`src/rtl/bcd_serial_addsub.sv`:
```
// Digit-serial signed BCD add/sub (sign-magnitude), LSD first through bcd_add; optional input check via BCD_INPUT_CHECK_EN.
// Latency: done NDIG+1 cycles after accept, 2*NDIG+1 when the result needs recomplementing.
// Backpressure: ready low while busy; start without ready is dropped, never queued.

module bcd_add (
    input  logic [3:0] a,
    input  logic [3:0] b,
    input  logic       cin,
    output logic [3:0] sum,
    output logic       cout
);
    logic [4:0] raw;

    always_comb begin
        raw = {1'b0, a} + {1'b0, b} + {4'b0000, cin};
        if (raw > 5'd9) begin
            sum  = raw[3:0] + 4'd6;
            cout = 1'b1;
        end else begin
            sum  = raw[3:0];
            cout = 1'b0;
        end
    end
endmodule

module bcd_serial_addsub #(
    parameter int NDIG = 3
) (
    input  logic                clk,
    input  logic                rst_n,
    input  logic                start,
    input  logic                op_sub,
    input  logic                a_sign,
    input  logic [4*NDIG-1:0]   a_bcd,
    input  logic                b_sign,
    input  logic [4*NDIG-1:0]   b_bcd,
    output logic                ready,
    output logic                done,
    output logic                res_sign,
    output logic [4*NDIG-1:0]   res_bcd,
    output logic                ovf,
    output logic                err
);
    localparam int W  = 4 * NDIG;
    localparam int CW = (NDIG > 1) ? $clog2(NDIG) : 1;

    typedef enum logic [1:0] {IDLE, ADD, RECOMP, FIN} state_t;

    state_t          state, state_nxt;
    logic [CW-1:0]   cnt;
    logic            carry;
    logic [W-1:0]    a_q, b_q, acc, acc_sh;
    logic            eff_sub_q, a_sign_q, sign_q, ovf_q, bad_q;
    logic            eff_sub, last;
    logic [3:0]      add_a, add_b, add_sum;
    logic            add_cout;

    function automatic logic [W-1:0] nines(input logic [W-1:0] v);
        logic [W-1:0] r;
        for (int i = 0; i < NDIG; i++) r[4*i +: 4] = 4'd9 - v[4*i +: 4];
        return r;
    endfunction

    function automatic logic any_bad(input logic [W-1:0] v);
        logic r;
        r = 1'b0;
        for (int i = 0; i < NDIG; i++) r = r | (v[4*i +: 4] > 4'd9);
        return r;
    endfunction

    assign eff_sub = a_sign ^ b_sign ^ op_sub;
    assign last    = (cnt == CW'(NDIG - 1));
    assign ready   = (state == IDLE);

    // RECOMP reuses the adder as (9 - d) + carry to form the 10's complement
    always_comb begin
        add_a = a_q[3:0];
        add_b = b_q[3:0];
        if (state == RECOMP) begin
            add_a = 4'd9 - acc[3:0];
            add_b = 4'd0;
        end
    end

    bcd_add u_bcd_add (
        .a    (add_a),
        .b    (add_b),
        .cin  (carry),
        .sum  (add_sum),
        .cout (add_cout)
    );

    always_comb begin
        acc_sh            = acc >> 4;
        acc_sh[W-1 -: 4]  = add_sum;
    end

    always_comb begin
        state_nxt = state;
        case (state)
            IDLE:    if (start) state_nxt = ADD;
            ADD:     if (last) state_nxt = (eff_sub_q && !add_cout) ? RECOMP : FIN;
            RECOMP:  if (last) state_nxt = FIN;
            FIN:     state_nxt = IDLE;
            default: state_nxt = IDLE;
        endcase
    end

    always_ff @(posedge clk or negedge rst_n) begin
        if (!rst_n) state <= IDLE;
        else        state <= state_nxt;
    end

    always_ff @(posedge clk or negedge rst_n) begin
        if (!rst_n) begin
            cnt       <= '0;
            carry     <= 1'b0;
            a_q       <= '0;
            b_q       <= '0;
            acc       <= '0;
            eff_sub_q <= 1'b0;
            a_sign_q  <= 1'b0;
            sign_q    <= 1'b0;
            ovf_q     <= 1'b0;
            bad_q     <= 1'b0;
        end else begin
            case (state)
                IDLE: if (start) begin
                    a_q       <= a_bcd;
                    b_q       <= eff_sub ? nines(b_bcd) : b_bcd;
                    carry     <= eff_sub;
                    cnt       <= '0;
                    eff_sub_q <= eff_sub;
                    a_sign_q  <= a_sign;
                    bad_q     <= any_bad(a_bcd) | any_bad(b_bcd);
                end
                ADD: begin
                    acc   <= acc_sh;
                    a_q   <= a_q >> 4;
                    b_q   <= b_q >> 4;
                    carry <= add_cout;
                    cnt   <= cnt + 1'b1;
                    if (last) begin
                        cnt <= '0;
                        if (!eff_sub_q) begin
                            sign_q <= a_sign_q;
                            ovf_q  <= add_cout;
                        end else if (add_cout) begin
                            sign_q <= a_sign_q;
                            ovf_q  <= 1'b0;
                        end else begin
                            sign_q <= ~a_sign_q;
                            ovf_q  <= 1'b0;
                            carry  <= 1'b1;
                        end
                    end
                end
                RECOMP: begin
                    acc   <= acc_sh;
                    carry <= add_cout;
                    cnt   <= last ? '0 : cnt + 1'b1;
                end
                default: ;
            endcase
        end
    end

    // Result outputs only change at FIN; they hold across later requests
    always_ff @(posedge clk or negedge rst_n) begin
        if (!rst_n) begin
            done     <= 1'b0;
            res_sign <= 1'b0;
            res_bcd  <= '0;
            ovf      <= 1'b0;
        end else begin
            done <= (state == FIN);
            if (state == FIN) begin
`ifdef BCD_INPUT_CHECK_EN
                if (bad_q) begin
                    res_sign <= 1'b0;
                    res_bcd  <= '0;
                    ovf      <= 1'b0;
                end else begin
                    res_sign <= ovf_q ? sign_q : (sign_q & (|acc));
                    res_bcd  <= acc;
                    ovf      <= ovf_q;
                end
`else
                res_sign <= ovf_q ? sign_q : (sign_q & (|acc));
                res_bcd  <= acc;
                ovf      <= ovf_q;
`endif
            end
        end
    end

`ifdef BCD_INPUT_CHECK_EN
    always_ff @(posedge clk or negedge rst_n) begin
        if (!rst_n)             err <= 1'b0;
        else if (state == FIN)  err <= bad_q;
    end
`else
    assign err = 1'b0;
    logic unused_bad;
    assign unused_bad = bad_q;
`endif

endmodule

```
`config.mk`:
```
export PLATFORM = sky130hd
export DESIGN_NAME = bcd_serial_addsub
export DESIGN_NICKNAME = d
export VERILOG_FILES = /design/src/rtl/bcd_serial_addsub.sv
export SDC_FILE = /design/constraint.sdc
export NUM_CORES = 1
export LEC_CHECK = 0
export ABC_CLOCK_PERIOD_IN_PS = 3700
export CORE_MARGIN = 5
export CORE_UTILIZATION = 23
export CTS_CLUSTER_DIAMETER = 150
export DETAILED_ROUTE_END_ITERATION = 8
export GPL_TIMING_DRIVEN = 0
export PLACE_DENSITY_LB_ADDON = 0.25
export SYNTH_ARGS = -nofsm -noshare
export SYNTH_HDL_FRONTEND = slang
export SYNTH_SLANG_ARGS = --single-unit
```
`constraint.sdc`:
```
create_clock -name clk -period 3.7 [get_ports clk]
set_clock_uncertainty 0.05 [all_clocks]
set_input_delay 1.11 -clock clk [delete_from_list [all_inputs] [get_ports clk]]
set_output_delay 1.11 -clock clk [all_outputs]
set_load 0.01 [all_outputs]
```
==> out/metrics.csv <==
metric;value;unit
status;finished clean;
worst_path_max_delay_cell;dfrtp_2;
tightestPinTransition;0.773;ns
clock-sinks;60;
cp_num_buf_inv;1;
synth_top_family_by_area;multiplexers;
final_nets;394;
cts_setup_buffers;0;
cp.depth;12;
synth-adder-area-share;0.0729;
power_density;1100;mW/mm2
htree_levels;3;
synth.mux.area_fraction;0.133;
gr-usage-all-layers;0.0957;
syn_area;0.00312;mm2
drt-vias-per-instance;4.31;
drive_above_1_share;0.153;
cp_max_fo;8;
critical-path-top-delay-family;adder cells;
fin_area;0.00412;mm2
max_freq;0.292;GHz
fin_setup_tns;0;ns
setup-violations-final;0;
wl_per_cell;13.6;um
critPathKind;flop to flop;
max_slew_margin;0.485;
synth_cell_types;47;
initial_core_util;0.235;
ant_nets;0;
yosysWarnings;0;
cp_common_cell;fa_1;
synth_compound_area_frac;0.122;
holdBufCountCts;0;
yosys.area_share.simple;0.123;
nFillCells;1381;
gp_congestion;0.723;
seq_area_frac_synth;0.481;
die_w;127;um
hold_path.class;flop to flop;
worstReg2RegStart;state[0];
drt-initial-drc-count;127;
maxCapViolations;0;
reg2reg_depth;12;
clk_pin_slew;0.05;ns
critPathLaunchType;flop;
crit_path_cell_trace;inv_1 -> ha_2 -> a21oi_1 -> fa_1 -> fa_1 -> xnor2_2 -> ha_1 -> nand2_1 -> a32oi_1 -> a31oi_4 -> xnor2_1 -> mux2_4;
timing.hold.ws;0.426;ns
cp-end-kind;flop;
pin_count;47;
reg2reg_setup_slack;0.28;ns
grt_pass1_vias;2422;
synth_seq_cells;60;
startpoint;state[0];
vias;2277;
rsz0062_at_grt;no;
numCtsBuffers;9;
dieArea;0.0160;mm2
die_h;127;um
grt_max_degree;61;
critPathRequiredTime;3.87;ns
io_buffers;45;
vdd_drop_max;404;uV
synthCells;291;
place_hpwl;5.35;mm
final_common_cell;dfrtp_1;
grt_pass1_wl;12.2;mm
rr_endpoint;acc[9];
cts_tree;built;
areaGrowthSynthToFinish;31.9;%
synth_xor_area_frac;0.0308;
antenna_found_initial;0;
fin_crit;3.42;ns
slew_viol_final;0;
overflow;0;
clkLatencyLatePin;0.33;ns
core;0.0133;mm2
wl;7.18;mm
num_antenna_cells;0;
critical_path_arrival;3.59;ns
root_buffer;clkbuf_16;
avgSynthCellArea;10.7;um2
drc_errors;0;
period_share;0.926;
synth_fp_nets;338;
dpl_cell_area;0.00379;mm2
utilization;0.310;
endpoint;acc[9];
drt_pass1_iterations;4;
rows;42;
final-hold-violation-count;0;
cts_buffer_depth;2;
max_stage_delay;0.45;ns
leakage;1.75;nW
most-common-layout-cells;dfrtp_1, clkdlybuf4s50_1, nand2_1, o21ai_0, mux2_2;
==> synthesized netlist by cell type (all sizes together) <==
cell    instances  area share
mux2           24       0.088
dfrtp          60        0.48
buf             4      0.0064
xor2            2      0.0056
nor4            2      0.0040
or3             1      0.0036
ha             15       0.060
a21bo           1      0.0032
and3            1      0.0036
nand4           2      0.0040
xnor2           9       0.025
o22a            1      0.0028
and2            1      0.0020
a32oi           1      0.0028
nand3           2      0.0032
a211oi          1      0.0024
a31oi           2      0.0088
a21oi           5      0.0080
clkbuf         10       0.012
nor3b           5       0.012
o31ai           2      0.0048
o21ai          31       0.050
a21o            3      0.0080
or2             1      0.0020
fa              2       0.013
nand2          32       0.038
nor3            2      0.0032
conb            1      0.0012
inv            15       0.018
nor2b           8       0.016
nand3b          2      0.0048
o211ai          1      0.0024
a41oi           1      0.0028
nor2           12       0.014
o32a            1      0.0032
a31o            1      0.0028
a32o            1      0.0032
mux2i          14       0.045
a221oi          4       0.011
a41o            1      0.0032
nand2b          6       0.012
o221ai          1      0.0028
==> timing repair <==
| item | in CTS | in global routing |
|---|---|---|
| endpoints found under the setup margin | 0 | 6 |
| resized for setup | 0 | 3 |
| endpoints found under the hold margin | 0 | 0 |
==> metal layers <==
layer  track usage  part of all wire  vias to the layer above
li1              -                 -                     1132
met1         0.123              0.49                     1096
met2         0.149              0.45                       38
met3        0.0261             0.032                       11
met4        0.0454             0.021                        0
met5             0                 0                        -
==> kinds of logic after synthesis <==
family	Yosys count
AND/OR/NAND/NOR	77
adder cells (fa/ha/maj)	17
other	1
flip-flops	60
buffers and inverters	29
AO/OA/AOI/OAI	58
multiplexers	38
XOR/XNOR	11
==> report_power, final <==
group	internal [mW]	switching (mW)	leakage [nW]	total, mW
Combinational	1.19	1.24	0.863	2.43
Clock	0.586	0.298	0.155	0.884
Sequential	1.00	0.224	0.734	1.23
Total	2.78	1.77	1.75	4.54
==> flip-flops by register name, indices dropped and copies added (netlist names) <==
register	cells
state	2
res_sign	1
b_q	12
res_bcd	12
done	1
ovf_q	1
a_sign_q	1
ovf	1
sign_q	1
cnt	2
carry	1
acc	12
eff_sub_q	1
a_q	12
==> how the worst min path moves through the flow <==
stage                 from  slack, ns  cells past startpoint     end
floorplan           b_q[0]       0.39                      2  b_q[0]
global placement    b_q[9]       0.41                      2  b_q[9]
detailed placement  b_q[9]       0.42                      2  b_q[9]
CTS                 b_q[9]       0.43                      2  b_q[9]
global route        a_q[8]       0.44                      2  a_q[8]
finish              b_q[9]       0.43                      2  b_q[9]
==> layout make-up <==
class | count | area, um2 | share of cell area
inverter | 15 | 56.3 | 0.0137
buffer | 14 | 57.6 | 0.0140
sequential | 60 | 1500 | 0.365
multi-input combinational | 202 | 1520 | 0.369
timing repair buffer | 45 | 448 | 0.109
clock buffer | 9 | 225 | 0.0547
clock inverter | 7 | 91.3 | 0.0222
tap | 176 | 220 | 0.0534
==> per-stage QoR <==
stage | cells | power (mW) | setup slack [ns]
6_report | 528 | 4.54 | 0.275
3_5_place_dp | 512 | 3.67 | 0.0414
3_3_place_gp | 512 | 3.62 | -0.619
4_1_cts | 528 | 4.57 | 0.0115
5_1_grt | 528 | 4.95 | 0.0238
2_1_floorplan | 291 | 2.97 | 0.413
==> worst register-to-register path: stages, from the launching register on <==
cell and delay (ns):
dfrtp_2 0.45, inv_1 0.15, ha_2 0.28, a21oi_1 0.13, fa_1 0.45, fa_1 0.45, xnor2_2 0.26, ha_1 0.19
nand2_1 0.05, a32oi_1 0.24, a31oi_4 0.19, xnor2_1 0.19, mux2_4 0.26
No activity file was read; power rests on OpenSTA's default activity.
==> RTL change 1, RTL diff (same flow settings) <==
Set the parameter `NDIG` to 2 (it was 3).
--- a/src/rtl/bcd_serial_addsub.sv
+++ b/src/rtl/bcd_serial_addsub.sv
@@ -26,3 +26,3 @@
 module bcd_serial_addsub #(
-    parameter int NDIG = 3
+    parameter int NDIG = 2
 ) (
Interface: changed (resized a_bcd, b_bcd and res_bcd); port bits go from 47 to 35. No check against the original RTL was run, so the function may have changed too.
==> RTL change 1 against the unedited design <==
  * Die area is 24% lower
  * Synthesized area is 26% lower
  * Sequential cell count is 17 lower
  * Global-route usage is 0.77 points lower
  * Routed wire length is 34% lower
  * Total power is 26% lower
  * Design area is 29% lower
  * Highest routed layer unchanged
  * Clock power is 66% lower
  * Setup slack worse by 0.034 ns
==> RTL change 1: results (changes against the unedited design) <==
outcome completed; VDD IR max 0.000364 V (-10%); met2 Use GR 13.9% (-0.99 points); M1 GR Usage 11.8% (-0.55 points); largest net degree at the start of global routing 31 (-49%); Synth Net Count 244 (-28%); Setup WS pre-CTS -0.108 ns (-0.150 ns); CTS Root Cell clkbuf_8; Seq/Total Area, Yosys 46.7% (-1.3 points); clk_lat worst skew 0.29 ns (-0.04 ns); Clk pwr share 8.8% (-11 points); First DRT Iteration DRCs 20 (-84%); syn_area_per_cell 11.2 um2 (+4.2%); fraction of layout cells with a size suffix above 1 17.9% (+2.6 points); top post-synthesis cells by area dfrtp_1, mux2_2, ha_1, mux2i_1, o21ai_0; vias in the first global route 1746 (-28%); CTS H-tree lvls 2 (-1); Leak 1.28 nW (-27%); Placed Area 2820 um2 (-26%); compound-cell area share of the yosys netlist 15.6% (+3.4 points); Finished Layout Cells 384 (-27%); routed wire length 4780 um (-34%); port bufs 33 (-27%); Tot GR Track Use 8.80% (-0.77 points); clock-pin transition on the worst setup and hold timing paths 0.08 ns (+0.03 ns); XOR/XNOR Fraction of Synth Area 3.42% (+0.34 points); Yosys cell types 39 (-17%); Synth Area in Adders 9.34% (+2.1 points); DP HPWL 3740 um (-30%); fill cell count 1059 (-23%); layout net count 289 (-27%); Clock Power 0.297 mW (-66%); Power Internal 2.02 mW (-27%); sequential power 0.893 mW (-27%); multiplexer area fraction after synthesis 13.2% (-0.057 points); worst slew pin tran 0.897 ns (+0.124 ns); FFs w/ async S/R, synth 100% (unchanged); RePlAce Congestion 0.761 (+5.3%); first-pass GRT wire length 8340 um (-32%); Max FO, Critical Path 7 (-1); post-placement cell count 373 (-27%)
## RTL change 1: layout make-up
type / instances / area, um2 / share of cell area (%)
clock buffers: 6 / 82.6 / 2.80
flip-flops and latches: 43 / 1080 / 36.6
multi-input cells: 143 / 1150 / 39.2
plain buffers: 8 / 37.5 / 1.27
inverters: 12 / 45.0 / 1.53
repair buffers: 38 / 375 / 12.7
clock inverters: 1 / 5.00 / 0.170
well taps: 133 / 166 / 5.65
## RTL change 1: layer usage
| metal | part of all wire (%) | vias to the layer above |
|---|---|---|
| li1 | - | 814 |
| met5 | 0 | - |
| met4 | 0.80 | 0 |
| met2 | 45 | 35 |
| met3 | 4.7 | 4 |
| met1 | 49 | 762 |
## RTL change 1: cell families after synthesis
| logic type | after synthesis |
|---|---|
| mux | 28 |
| buf+inv | 20 |
| xor+xnor | 9 |
| fa+ha+maj | 16 |
| compound gates | 49 |
| other cells | 1 |
| simple gates | 40 |
| flops | 43 |
## RTL change 1: path summary, 6_finish.rpt
kind,from,end,slack [ns],depth (start not counted)
max,state[0]$_DFFE_PN0P_,acc[6]$_DFFE_PN0N_,0.24,13
min,b_q[1]$_DFFE_PN0P_,b_q[1]$_DFFE_PN0P_,0.43,2
max reg2reg,state[0]$_DFFE_PN0P_,acc[6]$_DFFE_PN0N_,0.24,13
min reg2reg,b_q[1]$_DFFE_PN0P_,b_q[1]$_DFFE_PN0P_,0.43,2
max in group asynchronous,rst_n,b_q[0]$_DFFE_PN0P_,2.47,2
min in group asynchronous,rst_n,res_bcd[5]$_DFFE_PN0P_,0.66,1
## RTL change 1: timing repair
action,in CTS,in global routing
setup endpoints to repair,4,6
gates resized for setup,1,2
hold buffers,0,0
buffers inserted,1,3
pin swaps,2,2
==> RTL change 2, RTL diff (same settings) <==
Without the edit above. Encoding of `state_t`: now one-hot (4 bits for 4 states).
--- a/src/rtl/bcd_serial_addsub.sv
+++ b/src/rtl/bcd_serial_addsub.sv
@@ -46,3 +46,3 @@
 
-    typedef enum logic [1:0] {IDLE, ADD, RECOMP, FIN} state_t;
+    typedef enum logic [3:0] {IDLE = 4'b0001, ADD = 4'b0010, RECOMP = 4'b0100, FIN = 4'b1000} state_t;
 
Function: no difference found for any inputs over 10 cycles, from zero or initial values and one cycle with rst_n low; not proved beyond that.
==> RTL change 2 against the unedited design <==
  * Sequential power down 11%
  * Clock power down 12%
  * Fmax is 1.3% higher
  * Utilization about the same
  * Non-clock buffer count decreased by 3
  * Sequential cell count is 2 higher
  * Total power decreased by 28%
  * Design area fell by 4.2%
  * Synthesized area down 4.0%
  * Routed wire length decreased by 5.1%
  * Via count rose by 1.4%
  * Setup slack improved by 0.044 ns
  * Critical path type unchanged
  * Largest power group unchanged
==> RTL change 2: results (changes against the unedited design) <==
fill cell count 1377 (-0.29%); Max FO, Critical Path 6 (-2); CTS H-tree lvls 3 (unchanged); # DRC 0 (unchanged); TritonRoute pass-1 iters 4 (unchanged); First DRT Iteration DRCs 118 (-7.1%); Longest Clk Path Bufs 2 (unchanged); Synth Net Count 338 (unchanged); VDD IR max 0.000345 V (-15%); vias in the first global route 2363 (-2.4%); routed wire length 6820 um (-5.1%); top post-synthesis cells by area dfrtp_1, nand2_1, mux2_2, ha_1, a22oi_1; Top FF cell, synth dfrtp_1; clk_lat worst skew 0.33 ns (about the same); worst slew pin tran 1.13 ns (+0.358 ns); port bufs 45 (unchanged); fraction of layout cells with a size suffix above 1 12.6% (-2.7 points); largest net degree at the start of global routing 63 (+3.3%); n_diodes 0 (unchanged); CTS Root Cell clkbuf_16; min-delay worst type flip-flop to flip-flop; outcome completed; Setup WS pre-CTS 0.0934 ns (+0.0519 ns); first-pass GRT wire length 11800 um (-3.7%); Seq/Total Area, Yosys 51.8% (+3.7 points); FFs w/ async S/R, synth 100% (unchanged); DR vias/cell 4.38 (+1.4%); Power Internal 2.03 mW (-27%); RePlAce Congestion 0.731 (+1.2%); layout net count 393 (-0.25%); DP HPWL 5010 um (-6.4%); Num CTS Buffers 9 (unchanged); antenna violations before repair 0 (unchanged); clock-pin transition on the worst setup and hold timing paths 0.05 ns (about the same); Leak 1.79 nW (+2.3%); Tot GR Track Use 9.35% (-0.22 points); Yosys cell types 45 (-4.3%); Synth Warn # 0 (unchanged); synth cell count leaders nand2_1, dfrtp_1, o21ai_0; CP arrival 3.55 ns (-0.04 ns)
RTL change 2: area by class of cell:
type / instances / area share [%]
Sequential cell: 62 / 39.3
Multi-Input combinational cell: 210 / 34.4
Timing Repair Buffer: 45 / 11.3
Clock buffer: 11 / 6.40
Tap cell: 172 / 5.45
Buffer: 11 / 1.24
Inverter: 13 / 1.24
Clock inverter: 4 / 0.571
RTL change 2: logic make-up (layout without fill, tap and decap cells):
family	after synthesis	count (layout)	synth area share, %
xor+xnor	11	11	3.21
simple gates	113	113	17.7
mux	18	18	6.63
flops	62	62	51.8
fa+ha+maj	11	11	5.09
compound gates	56	56	12.1
buf+inv	25	84	3.38
other cells	1	1	0.125
RTL change 2: critical path: stages, from the launching register on:
cell	delay [ns]
dfrtp_1	0.42
nor2b_2	0.19
and2_1	0.22
o21ai_0	0.28
fa_1	0.26
inv_1	0.06
fa_1	0.42
xnor2_2	0.27
ha_1	0.25
a22oi_1	0.10
and3_4	0.22
or4_1	0.46
o311ai_1	0.08
RTL change 2: through the flow:
stage                     instance area [um2]  hold slack [ns]  setup TNS, ns  std cells
after floorplan                          3000            0.388              0        297
after global placement                   3670            0.411         -36.72        514
after detailed placement                 3660            0.415              0        514
after CTS                                3940            0.428              0        529
after global routing                     3950            0.454              0        528
final                                    3950            0.425              0        528
RTL change 2: path summary, 6_finish.rpt:
path	start	end	slack, ns	depth (start not counted)
max in group asynchronous	rst_n	a_sign_q$_DFFE_PN0P_	2.26	1
worst min-delay path	b_q[1]$_DFFE_PN0P_	b_q[1]$_DFFE_PN0P_	0.42	2
worst max register to register	state[2]$_DFFE_PN0P_	acc[10]$_DFFE_PN0P_	0.32	12
min in group asynchronous	rst_n	res_bcd[5]$_DFFE_PN0P_	0.82	1
worst max-delay path	state[2]$_DFFE_PN0P_	acc[10]$_DFFE_PN0P_	0.32	12
worst min register to register	b_q[1]$_DFFE_PN0P_	b_q[1]$_DFFE_PN0P_	0.42	2
RTL change 2: what timing repair did:
item	4_1_cts	5_1_grt
gates resized for setup	0	3
buffers inserted	0	0
setup endpoints to repair	0	6
RTL change 2: power by group through the flow:
stage / Combinational [mW] / Sequential (mW) / Clock [mW]
after detailed placement: 1.38 / 1.11 / 0
after floorplan: 1.02 / 1.06 / 0
after CTS: 1.39 / 1.10 / 0.792
final: 1.40 / 1.10 / 0.775
after global routing: 1.58 / 1.13 / 0.822
after global placement: 1.34 / 1.10 / 0
RTL change 2: layer usage:
| metal | global-route usage (%) | routed length, um | up-vias |
|---|---|---|---|
| li1 | - | - | 1134 |
| met4 | 3.87 | 75 | 0 |
| met5 | 0 | 0 | - |
| met2 | 13.9 | 3110 | 72 |
| met1 | 12.3 | 3250 | 1099 |
| met3 | 3.26 | 378 | 5 |
